===== src/rtl/divide_controller_if.sv =====
// Signal bundle between divide_controller, the operation decoder (start/done)
// and the external (WIDTH+1)-bit remainder shift register.
interface divide_controller_if #(
  parameter int WIDTH = 4
);
  // Handshake: start is sampled only while busy=0. The edge that samples it high
  // latches dividend/divisor and raises busy. done pulses for exactly one cycle
  // when quotient/remainder/div_by_zero are valid. There is no backpressure.
  logic             start;
  logic [WIDTH-1:0] dividend;
  logic [WIDTH-1:0] divisor;
  logic             busy;
  logic             done;
  logic [WIDTH-1:0] quotient;
  logic [WIDTH-1:0] remainder;
  logic             div_by_zero;

  logic [WIDTH:0]   rem_q;
  logic             rem_ld;
  logic             rem_sl;
  logic             rem_sr;
  logic             rem_left_in;
  logic [WIDTH:0]   rem_d;

  modport master (
    output start, dividend, divisor, rem_q,
    input  busy, done, quotient, remainder, div_by_zero,
           rem_ld, rem_sl, rem_sr, rem_left_in, rem_d
  );

  modport slave (
    input  start, dividend, divisor, rem_q,
    output busy, done, quotient, remainder, div_by_zero,
           rem_ld, rem_sl, rem_sr, rem_left_in, rem_d
  );
endinterface


===== src/rtl/divide_controller.sv =====
// Restoring-divider sequencer driving an external remainder shift register.
// Optional macro DIV_ZERO_DETECT_EN: zero divisor short-circuits CLEAR -> DONE.
module divide_controller #(
  parameter int WIDTH = 4
) (
  input  logic                clk_i,
  input  logic                rst_i,
  divide_controller_if.slave  div_if,
  output logic [2:0]          state_o
);

   localparam int CW = (WIDTH > 1) ? $clog2(WIDTH) : 1;
   localparam logic [CW-1:0] LAST_CNT = CW'(WIDTH - 1);

   typedef enum logic [2:0] {
      S_IDLE  = 3'd0,
      S_CLEAR = 3'd1,
      S_SHIFT = 3'd2,
      S_TEST  = 3'd3,
      S_DONE  = 3'd4
   } state_e;

   state_e           state_q, state_d;
   logic [CW-1:0]    cnt_q, cnt_d;
   logic [WIDTH-1:0] dvd_q, dvd_d;
   logic [WIDTH-1:0] dvs_q, dvs_d;
   logic [WIDTH-1:0] quo_q, quo_d;
`ifdef DIV_ZERO_DETECT_EN
   logic             dbz_q, dbz_d;
`endif

   logic             rem_ld;
   logic             rem_sl;
   logic             rem_left_in;
   logic [WIDTH:0]   rem_d;
   logic [WIDTH:0]   dvs_ext;
   logic [WIDTH:0]   rem_diff;
   logic             rem_ge;

   assign dvs_ext  = {1'b0, dvs_q};
   assign rem_ge   = (div_if.rem_q >= dvs_ext);
   assign rem_diff = div_if.rem_q - dvs_ext;

   always_ff @(posedge clk_i) begin
      if (rst_i) begin
         state_q <= S_IDLE;
         cnt_q   <= '0;
         dvd_q   <= '0;
         dvs_q   <= '0;
         quo_q   <= '0;
`ifdef DIV_ZERO_DETECT_EN
         dbz_q   <= 1'b0;
`endif
      end else begin
         state_q <= state_d;
         cnt_q   <= cnt_d;
         dvd_q   <= dvd_d;
         dvs_q   <= dvs_d;
         quo_q   <= quo_d;
`ifdef DIV_ZERO_DETECT_EN
         dbz_q   <= dbz_d;
`endif
      end
   end

   always_comb begin
      state_d     = state_q;
      cnt_d       = cnt_q;
      dvd_d       = dvd_q;
      dvs_d       = dvs_q;
      quo_d       = quo_q;
`ifdef DIV_ZERO_DETECT_EN
      dbz_d       = dbz_q;
`endif
      rem_ld      = 1'b0;
      rem_sl      = 1'b0;
      rem_left_in = 1'b0;
      rem_d       = '0;

      case (state_q)
         S_IDLE: begin
            if (div_if.start) begin
               dvd_d   = div_if.dividend;
               dvs_d   = div_if.divisor;
               quo_d   = '0;
               cnt_d   = '0;
`ifdef DIV_ZERO_DETECT_EN
               dbz_d   = 1'b0;
`endif
               state_d = S_CLEAR;
            end
         end

         S_CLEAR: begin
            rem_ld  = 1'b1;
            state_d = S_SHIFT;
`ifdef DIV_ZERO_DETECT_EN
            // Load the dividend straight in as the remainder and skip the loop.
            if (dvs_q == '0) begin
               rem_d   = {1'b0, dvd_q};
               quo_d   = '1;
               dbz_d   = 1'b1;
               state_d = S_DONE;
            end
`endif
         end

         S_SHIFT: begin
            rem_sl      = 1'b1;
            rem_left_in = dvd_q[WIDTH-1];
            dvd_d       = {dvd_q[WIDTH-2:0], 1'b0};
            state_d     = S_TEST;
         end

         S_TEST: begin
            // Restore is implicit: on a failed compare the register just holds.
            if (rem_ge) begin
               rem_ld = 1'b1;
               rem_d  = rem_diff;
            end
            quo_d = {quo_q[WIDTH-2:0], rem_ge};
            if (cnt_q == LAST_CNT) begin
               state_d = S_DONE;
            end else begin
               cnt_d   = cnt_q + CW'(1);
               state_d = S_SHIFT;
            end
         end

         S_DONE: begin
            state_d = S_IDLE;
         end

         default: begin
            state_d = S_IDLE;
         end
      endcase
   end

   assign div_if.rem_ld      = rem_ld;
   assign div_if.rem_sl      = rem_sl;
   assign div_if.rem_sr      = 1'b0;
   assign div_if.rem_left_in = rem_left_in;
   assign div_if.rem_d       = rem_d;
   assign div_if.busy        = (state_q != S_IDLE);
   assign div_if.done        = (state_q == S_DONE);
   assign div_if.quotient    = quo_q;
   assign div_if.remainder   = div_if.rem_q[WIDTH-1:0];
`ifdef DIV_ZERO_DETECT_EN
   assign div_if.div_by_zero = dbz_q;
`else
   assign div_if.div_by_zero = 1'b0;
`endif
   assign state_o            = state_q;

endmodule


===== src/flat_wrapper.sv =====
// flat-port wrapper written by rule: the top's interface ports become plain ports
module divide_controller_flat 
#(
  parameter int WIDTH = 4
)
  (clk_i, rst_i, state_o, div_if_start, div_if_dividend, div_if_divisor, div_if_rem_q, div_if_busy, div_if_done, div_if_quotient, div_if_remainder, div_if_div_by_zero, div_if_rem_ld, div_if_rem_sl, div_if_rem_sr, div_if_rem_left_in, div_if_rem_d);
  divide_controller_if #(.WIDTH(WIDTH)) div_if_i ();
  input  logic clk_i;
  input  logic rst_i;
  output logic [2:0] state_o;
  input wire logic [$bits(div_if_i.start)-1:0] div_if_start;
  input wire logic [$bits(div_if_i.dividend)-1:0] div_if_dividend;
  input wire logic [$bits(div_if_i.divisor)-1:0] div_if_divisor;
  input wire logic [$bits(div_if_i.rem_q)-1:0] div_if_rem_q;
  output wire logic [$bits(div_if_i.busy)-1:0] div_if_busy;
  output wire logic [$bits(div_if_i.done)-1:0] div_if_done;
  output wire logic [$bits(div_if_i.quotient)-1:0] div_if_quotient;
  output wire logic [$bits(div_if_i.remainder)-1:0] div_if_remainder;
  output wire logic [$bits(div_if_i.div_by_zero)-1:0] div_if_div_by_zero;
  output wire logic [$bits(div_if_i.rem_ld)-1:0] div_if_rem_ld;
  output wire logic [$bits(div_if_i.rem_sl)-1:0] div_if_rem_sl;
  output wire logic [$bits(div_if_i.rem_sr)-1:0] div_if_rem_sr;
  output wire logic [$bits(div_if_i.rem_left_in)-1:0] div_if_rem_left_in;
  output wire logic [$bits(div_if_i.rem_d)-1:0] div_if_rem_d;
  assign div_if_i.start = div_if_start;
  assign div_if_i.dividend = div_if_dividend;
  assign div_if_i.divisor = div_if_divisor;
  assign div_if_i.rem_q = div_if_rem_q;
  assign div_if_busy = div_if_i.busy;
  assign div_if_done = div_if_i.done;
  assign div_if_quotient = div_if_i.quotient;
  assign div_if_remainder = div_if_i.remainder;
  assign div_if_div_by_zero = div_if_i.div_by_zero;
  assign div_if_rem_ld = div_if_i.rem_ld;
  assign div_if_rem_sl = div_if_i.rem_sl;
  assign div_if_rem_sr = div_if_i.rem_sr;
  assign div_if_rem_left_in = div_if_i.rem_left_in;
  assign div_if_rem_d = div_if_i.rem_d;
  divide_controller #(.WIDTH(WIDTH)) u_core (.clk_i(clk_i), .rst_i(rst_i), .div_if(div_if_i), .state_o(state_o));
endmodule

===== config.mk =====
export PLATFORM = sky130hd
export DESIGN_NAME = divide_controller_flat
export DESIGN_NICKNAME = d
export VERILOG_FILES = /design/src/rtl/divide_controller_if.sv /design/src/rtl/divide_controller.sv /design/src/flat_wrapper.sv
export SDC_FILE = /design/constraint.sdc
export NUM_CORES = 1
export LEC_CHECK = 0
export BUFFER_PORTS_ARGS = -buffer_cell sky130_fd_sc_hd__buf_2
export CAP_MARGIN = 10
export CORE_ASPECT_RATIO = 0.6
export CORE_MARGIN = 1.5
export CORE_UTILIZATION = 30
export CTS_CLUSTER_DIAMETER = 40
export DETAILED_ROUTE_END_ITERATION = 10
export PLACE_DENSITY = 0.65
export SETUP_SLACK_MARGIN = 0.2
export SYNTH_ARGS = -nofsm -noshare
export SYNTH_HDL_FRONTEND = slang
export SYNTH_SLANG_ARGS = --single-unit

===== constraint.sdc =====
create_clock -name clk_i -period 1.6 [get_ports clk_i]
set_input_delay 0.24 -clock clk_i [delete_from_list [all_inputs] [get_ports clk_i]]
set_output_delay 0.24 -clock clk_i [all_outputs]
set_load 0.01 [all_outputs]

==> impl_metrics.csv, run 1 <==
group,metric,value,unit
die,rows,15,
setup_path,timing.critical_path.to,"div_if_rem_d[4]",
power_and_ir_drop,total_switching_power,338,uW
place,gp_routability_congestion,0.804,
grt,grt_pass1_vias,902,
final_layout,final_core_utilization,50.1,%
clock_tree,ctsHoldBuffers,0,
die,io_pins,39,
logic_synthesis,synth_area_leader_cell,"sky130_fd_sc_hd__dfxtp_1",
final_layout,multi_input_area,693,um^2
sta,finalCriticalPeriod,1.98,ns
place,placement.io_buffers,36,
final_layout,fraction_of_layout_instances_using_a_drive_strength_above_1,55.0,%
outcome,status,"finished with violations",
setup_path,master_of_the_slowest_instance_on_the_critical_path,"sky130_fd_sc_hd__dfxtp_2",
logic_synthesis,synth.top_cell.area_share,34.3,%
logic_synthesis,synthesis.instances,123,
die,design.die.area,3680,um^2
clock_tree,cts_num_sinks,17,
setup_path,worstPathArrival,1.74,ns
setup_path,path_cells,"ha_4 -> inv_2 -> fa_2 -> a21o_1 -> a21oi_2 -> xnor2_1 -> nor2_1 -> buf_2",
sta,timing_hold_violations_final,0,
job,cap_violations,0,
logic_synthesis,yosysSeqAreaShare,34.3,%
clock_tree,worst_skew_pair.late_latency,0.25,ns
logic_synthesis,synthesis.yosys.warnings,0,
sta,clock_skew,0.00480,ns
setup_path,timing.setup.critical_path_class,"reg -> out",
die,core_area,3000,um^2
grt,maximum_number_of_pins_on_one_net_before_global_route_repair,18,
power_and_ir_drop,power.sequential.fraction,40.8,%
grt,overflow,0,
power_and_ir_drop,power.density,751,nW/um^2
grt,initial_antenna_violation_count,0,
setup_path,critical_path.reg2reg.endpoint,"u_core.div_if.quotient[0]$_SDFFE_PP0P_",
drt,wl_per_cell,11.9,um
drt,routed_via_density,4.60,
sta,final_critical_path_setup_slack,-0.379,ns
logic_synthesis,synthDistinctLibCells,32,
place,detailedPlacementHpwl,1800,um
setup_path,max_stage_delay,0.35,ns
setup_path,worst-r2r-setup-slack,0.09,ns
final_layout,fillerInstances,301,
power_and_ir_drop,comb_power_share,30.6,%
setup_path,cp-startpoint,"u_core.dvs_q[0]$_SDFFE_PP0P_",
setup_path,startpoint_class_of_the_critical_path,"register",
setup_path,cp.buffers_inverters,2,
clock_tree,tritoncts,"done",
final_layout,antenna_cells_inserted,0,
sta,fmax,0.505,GHz
drt,detail_route.iter0.violations,33,
drt,detail_route.first_pass.iterations,4,
grt,global_route.usage.total,14.8,%
place,dp_cells,201,
die,floorplan.initialDensity,33.1,%
logic_synthesis,syn_area,993,um^2
setup_path,required,1.36,ns
sta,final-setup-viol-count,6,
outcome,failed_checks,"negative setup slack",
setup_path,largest_fanout_on_the_critical_path,2,
grt,first_pass_grt_wire_length,4170,um
die,die_w,77.3,um
setup_path,worstSetupPathDepth,8,
drt,number_of_design_rule_violations_left_after_detail_routing,0,
clock_tree,clock_edge_transition_at_the_registers_on_the_reported_setup_and_hold_paths,0.07,ns
sta,grt_setup_unrepaired,"yes",
die,die_y,47.6,um
sta,post-route-period-util,124,%
setup_path,timing.critical_path.max_delay_family,"adder cells",
final_layout,nets,194,
power_and_ir_drop,ir_drop,0.339,mV
final_layout,instances_no_fill,213,
setup_path,regToRegStartpoint,"u_core.dvs_q[1]$_SDFFE_PP0P_",
setup_path,worst_r2r_path_depth,8,
clock_tree,cts_made_buffers,3,
power_and_ir_drop,power_frac_clock,28.6,%
logic_synthesis,postSynthRegisterBits,17,
sta,final-max-slew-violation-count,0,
drt,drt_wl_total,2530,um
power_and_ir_drop,total_leakage_power,0.000671,uW
final_layout,regArea,357,um^2
drt,route.vias.total,979,
clock_tree,cts.path.max_buffers,2,
final_layout,area_growth,51.4,%
clock_tree,clockRootBuffer,"sky130_fd_sc_hd__clkbuf_8",
power_and_ir_drop,internal_power_consumption,792,uW
logic_synthesis,netlist_top_cells_area,"sky130_fd_sc_hd__dfxtp_1, sky130_fd_sc_hd__a21oi_1, sky130_fd_sc_hd__nand2_1, sky130_fd_sc_hd__ha_1, sky130_fd_sc_hd__buf_4",
hold_path,hold_path_class,"in -> reg",
drt,drt.antenna.violating_nets,0,
logic_synthesis,post_synth.cell_area_avg,8.08,um^2
setup_path,timing.critical_path.to_type,"output pin",
power_and_ir_drop,sw_frac_of_total,29.9,%
clock_tree,clock_tree.htree_level_count,1,
==> state kept, by name, summed over array words and instances, names as in the netlist <==
register	count
u_core.cnt_q	2
u_core.div_if.quotient	4
u_core.dvd_q	4
u_core.dvs_q	4
u_core.state_o	3
==> layout make-up <==
| class | count | share of cell area (%) |
|---|---|---|
| multi-input cells | 90 | 46.1 |
| clock inverters | 1 | 0.333 |
| clock buffers | 3 | 2.75 |
| inverters | 6 | 1.50 |
| well taps | 42 | 3.49 |
| repair buffers | 54 | 22.1 |
| flip-flops and latches | 17 | 23.7 |
==> cells by family after synthesis <==
kind of cell / synth area share (%)
AO/OA/AOI/OAI: 13.1
XOR/XNOR: 1.76
adder cells (fa/ha/maj): 8.31
buffers and inverters: 11.3
flip-flops: 34.3
other: 0.377
AND/OR/NAND/NOR: 30.9
==> what timing repair did <==
action                                  in CTS  in global routing
pin swaps                                   11                  4
endpoints found under the setup margin      11                 19
buffers inserted                             6                  2
gates resized for setup                     35                  3
==> cells in the mapped netlist, drive strengths merged <==
master,n
nand2b,1
nor2,15
or3,2
dfxtp,17
or2b,1
xnor2,2
fa,1
nand3,5
buf,10
nand4,1
a21o,1
and2,2
nand2,18
nor3,2
a21oi,18
inv,6
nor3b,2
nor4b,2
a22oi,3
o21ai,2
nand3b,4
conb,1
clkbuf,1
nor4,1
ha,5
==> worst min path at each step <==
| stage | startpoint | endpoint | slack, ns | cells after the start |
|---|---|---|---|---|
| after global placement | u_core.dvd_q[3]$_SDFFE_PP0P_ | u_core.dvd_q[3]$_SDFFE_PP0P_ | 0.44 | 2 |
| after global routing | div_if_divisor[2] | u_core.dvs_q[2]$_SDFFE_PP0P_ | 0.23 | 3 |
| after CTS | div_if_divisor[0] | u_core.dvs_q[0]$_SDFFE_PP0P_ | 0.21 | 3 |
| after detailed placement | u_core.dvs_q[3]$_SDFFE_PP0P_ | u_core.dvs_q[3]$_SDFFE_PP0P_ | 0.45 | 2 |
| final | div_if_divisor[0] | u_core.dvs_q[0]$_SDFFE_PP0P_ | 0.21 | 3 |
| after floorplan | div_if_divisor[1] | u_core.dvs_q[1]$_SDFFE_PP0P_ | 0.38 | 2 |
==> power by group through the flow <==
stage | clock network (uW) | logic, uW | registers [uW]
floorplan | 0 | 171 | 464
global placement | 0 | 232 | 469
detailed placement | 0 | 241 | 471
CTS | 341 | 330 | 462
global route | 354 | 376 | 464
finish | 324 | 345 | 461
==> metal layers <==
layer | wire (um) | up-vias | track usage [%]
li1 | - | 503 | -
met1 | 1160 | 447 | 16.8
met2 | 1230 | 29 | 29.3
met3 | 144 | 0 | 4.00
met4 | 0 | 0 | 3.27
met5 | 0 | - | 0
==> tightest hold or removal path: cells and delay by family <==
kind / cells / cell delay [ns]
AND/OR/NAND/NOR: 1 / 0.04
buffers and inverters: 1 / 0.09
AO/OA/AOI/OAI: 1 / 0.05
==> layout by cell type (no fill, tap or decap), types with 3 or more instances in the layout <==
cell	n
sky130_fd_sc_hd__buf_2	35
sky130_fd_sc_hd__nand2_1	16
sky130_fd_sc_hd__a21oi_1	15
sky130_fd_sc_hd__buf_4	15
sky130_fd_sc_hd__dfxtp_1	10
sky130_fd_sc_hd__nor2_1	9
sky130_fd_sc_hd__nor2_2	5
sky130_fd_sc_hd__nand3_1	5
sky130_fd_sc_hd__inv_2	4
sky130_fd_sc_hd__ha_4	4
sky130_fd_sc_hd__buf_6	4
sky130_fd_sc_hd__dfxtp_2	4
sky130_fd_sc_hd__nand3b_1	3
sky130_fd_sc_hd__a22oi_1	3
sky130_fd_sc_hd__clkbuf_8	3
sky130_fd_sc_hd__dfxtp_4	3
==> metrics by stage <==
step / hold slack, ns / setup TNS [ns] / cell area, um^2 / setup WS (ns) / total power, uW
6_report: 0.209 / -1.51 / 1500 / -0.379 / 1130
4_1_cts: 0.205 / -1.42 / 1480 / -0.388 / 1130
3_3_place_gp: 0.442 / -0.644 / 1240 / -0.189 / 702
2_1_floorplan: 0.376 / -0.0207 / 1020 / -0.0207 / 635
3_5_place_dp: 0.451 / -0.842 / 1240 / -0.231 / 712
5_1_grt: 0.227 / -2.08 / 1500 / -0.455 / 1190
Power figures use the tool's default switching activity.
==> inputs of run 2 (changes only) <==
--- a/config.mk
+++ b/config.mk
@@ -13,6 +13,7 @@
 export CTS_CLUSTER_DIAMETER = 40
 export DETAILED_ROUTE_END_ITERATION = 10
 export PLACE_DENSITY = 0.65
+export RECOVER_POWER = 25
 export SETUP_SLACK_MARGIN = 0.2
 export SYNTH_ARGS = -nofsm -noshare
 export SYNTH_HDL_FRONTEND = slang
==> run 2 against run 1 <==
The run still ends with negative setup slack left. Routed wire length is 0.16% higher. Die area unchanged. First-iteration DRC count is the same.
==> impl_metrics.csv, run 2 (synthesis gave the netlist of run 1 again) <==
group,metric,value,unit
setup_path,path_cells,"ha_4 -> inv_2 -> fa_2 -> a21o_1 -> a21oi_2 -> xnor2_1 -> nor2_1 -> buf_2",
clock_tree,clock_edge_transition_at_the_registers_on_the_reported_setup_and_hold_paths,0.07,ns
place,postPlaceCellArea,1240,um^2
drt,dr.max_layer_used,"met3",
drt,wl_per_cell,11.9,um
die,core_area,3000,um^2
die,die_w,77.3,um
sta,finalCriticalPeriod,1.97,ns
setup_path,required,1.36,ns
drt,detail_route.first_pass.iterations,4,
final_layout,fillerInstances,304,
clock_tree,cts_made_buffers,3,
place,detailedPlacementHpwl,1800,um
die,io_pins,39,
setup_path,timing.critical_path.max_delay_family,"adder cells",
grt,grt_pass1_vias,902,
setup_path,worstSetupPathDepth,8,
drt,drt_wl_total,2530,um
power_and_ir_drop,total_leakage_power,0.000650,uW
place,placement.io_buffers,36,
job,cap_violations,0,
die,die_y,47.6,um
sta,grt_setup_unrepaired,"yes",
clock_tree,clockRootBuffer,"sky130_fd_sc_hd__clkbuf_8",
clock_tree,cts_num_sinks,17,
sta,final-setup-viol-count,6,
drt,routed_via_density,4.59,
setup_path,timing.critical_path.to_type,"output pin",
clock_tree,worst_skew_pair.late_latency,0.25,ns
place,gp_routability_congestion,0.804,
die,design.die.area,3680,um^2
clock_tree,tritoncts,"done",
place,dp_cells,201,
drt,route.vias.total,977,
final_layout,area_growth,50.3,%
setup_path,worstPathArrival,1.73,ns
drt,number_of_design_rule_violations_left_after_detail_routing,0,
grt,global_route.usage.total,14.8,%
hold_path,worst_hold_path.num_cells,3,
sta,final-max-slew-violation-count,0,
final_layout,final_common_cell,"sky130_fd_sc_hd__buf_2",
grt,maximum_number_of_pins_on_one_net_before_global_route_repair,18,
power_and_ir_drop,ir_drop,0.339,mV
setup_path,worst-r2r-setup-slack,0.08,ns
final_layout,nets,194,
clock_tree,ctsHoldBuffers,0,
drt,met3_routed_length,142,um
grt,overflow,0,
setup_path,worst_r2r_path_depth,8,
drt,drt.antenna.violating_nets,0,
final_layout,final_cell_mix,"sky130_fd_sc_hd__buf_2, sky130_fd_sc_hd__nand2_1, sky130_fd_sc_hd__a21oi_1, sky130_fd_sc_hd__buf_4, sky130_fd_sc_hd__dfxtp_1",
drt,wl_met2,1240,um
outcome,status,"finished with violations",
clock_tree,clock_tree.htree_level_count,1,
drt,routedLengthMet1,1150,um
sta,fmax,0.507,GHz
sta,whs,0.209,ns
sta,timing_hold_violations_final,0,
die,rows,15,
setup_path,largest_fanout_on_the_critical_path,2,
sta,fin_setup_tns,-1.53,ns
die,floorplan.initialDensity,33.1,%
final_layout,fraction_of_layout_instances_using_a_drive_strength_above_1,50.9,%
setup_path,startpoint_class_of_the_critical_path,"register",
sta,clock_skew,0.00442,ns
final_layout,antenna_cells_inserted,0,
drt,detail_route.iter0.violations,33,
grt,first_pass_grt_wire_length,4170,um
outcome,failed_checks,"negative setup slack",
setup_path,max_stage_delay,0.35,ns
sta,final_critical_path_setup_slack,-0.373,ns
final_layout,instances_no_fill,213,
setup_path,master_of_the_slowest_instance_on_the_critical_path,"sky130_fd_sc_hd__dfxtp_2",
power_and_ir_drop,power.density,756,nW/um^2
setup_path,cp.buffers_inverters,2,
hold_path,hold_path_class,"in -> reg",
grt,initial_antenna_violation_count,0,
setup_path,timing.setup.critical_path_class,"reg -> out",
clock_tree,cts.path.max_buffers,2,
sta,post-route-period-util,123,%
final_layout,final_design_area_no_fill,1490,um^2
## run 2: cell types whose count changed in the layout (fill, tap and decap cells not counted)
cell / previous run / this run
sky130_fd_sc_hd__buf_2: 35 / 29
sky130_fd_sc_hd__clkbuf_1: 0 / 6
sky130_fd_sc_hd__dfxtp_1: 10 / 11
sky130_fd_sc_hd__dfxtp_4: 3 / 2
## run 2: power breakdown
group	switching [uW]	internal, uW
logic	169	175
clock network	151	173
registers	18.6	443
total	339	791
## run 2: metrics by stage
step                setup WS, ns  total power, uW  utilization [%]
floorplan                -0.0207              635                -
global placement          -0.189              702             41.3
CTS                       -0.388             1130             49.3
detailed placement        -0.231              712             41.3
global route              -0.455             1190             49.7
finish                    -0.373             1130             49.7
## run 2: worst paths after layout
check                                                  start                                     end
worst min-delay path                       div_if_divisor[0]            u_core.dvs_q[0]$_SDFFE_PP0P_
worst max register to register  u_core.dvs_q[1]$_SDFFE_PP0P_  u_core.div_if.quotient[0]$_SDFFE_PP0P_
worst max-delay path            u_core.dvs_q[0]$_SDFFE_PP0P_                         div_if_rem_d[4]
worst min register to register  u_core.dvs_q[3]$_SDFFE_PP0P_            u_core.dvs_q[3]$_SDFFE_PP0P_
## run 2: area by class of cell
type / instances / area (um^2) / share of cell area (%)
Clock inverter: 1 / 5.00 / 0.335
Timing Repair Buffer: 54 / 325 / 21.8
Inverter: 6 / 22.5 / 1.51
Clock buffer: 3 / 41.3 / 2.77
Tap cell: 42 / 52.6 / 3.52
Sequential cell: 17 / 353 / 23.6
Multi-Input combinational cell: 90 / 693 / 46.4
## run 2: worst register-to-register path, cell delays in order, from the launching register on
cell and delay (ns):
sky130_fd_sc_hd__dfxtp_2 0.33, sky130_fd_sc_hd__inv_2 0.05, sky130_fd_sc_hd__ha_4 0.25, sky130_fd_sc_hd__nand4_1 0.14, sky130_fd_sc_hd__nand2_2 0.11, sky130_fd_sc_hd__o21ai_4 0.24
sky130_fd_sc_hd__buf_4 0.14, sky130_fd_sc_hd__buf_4 0.09, sky130_fd_sc_hd__a21oi_1 0.04
## run 2: repair_timing
| item | CTS | global route |
|---|---|---|
| pin swaps | 11 | 4 |
| buffers inserted | 6 | 2 |
| resized for setup | 35 | 3 |
| setup endpoints to repair | 11 | 19 |
| endpoints found under the hold margin | 0 | 0 |
## run 2: layer usage
layer  vias to the layer above  global-route usage [%]
met3                         0                    4.00
li1                        502                       -
met4                         0                    3.27
met5                         -                       0
met1                       446                    16.8
met2                        29                    29.3
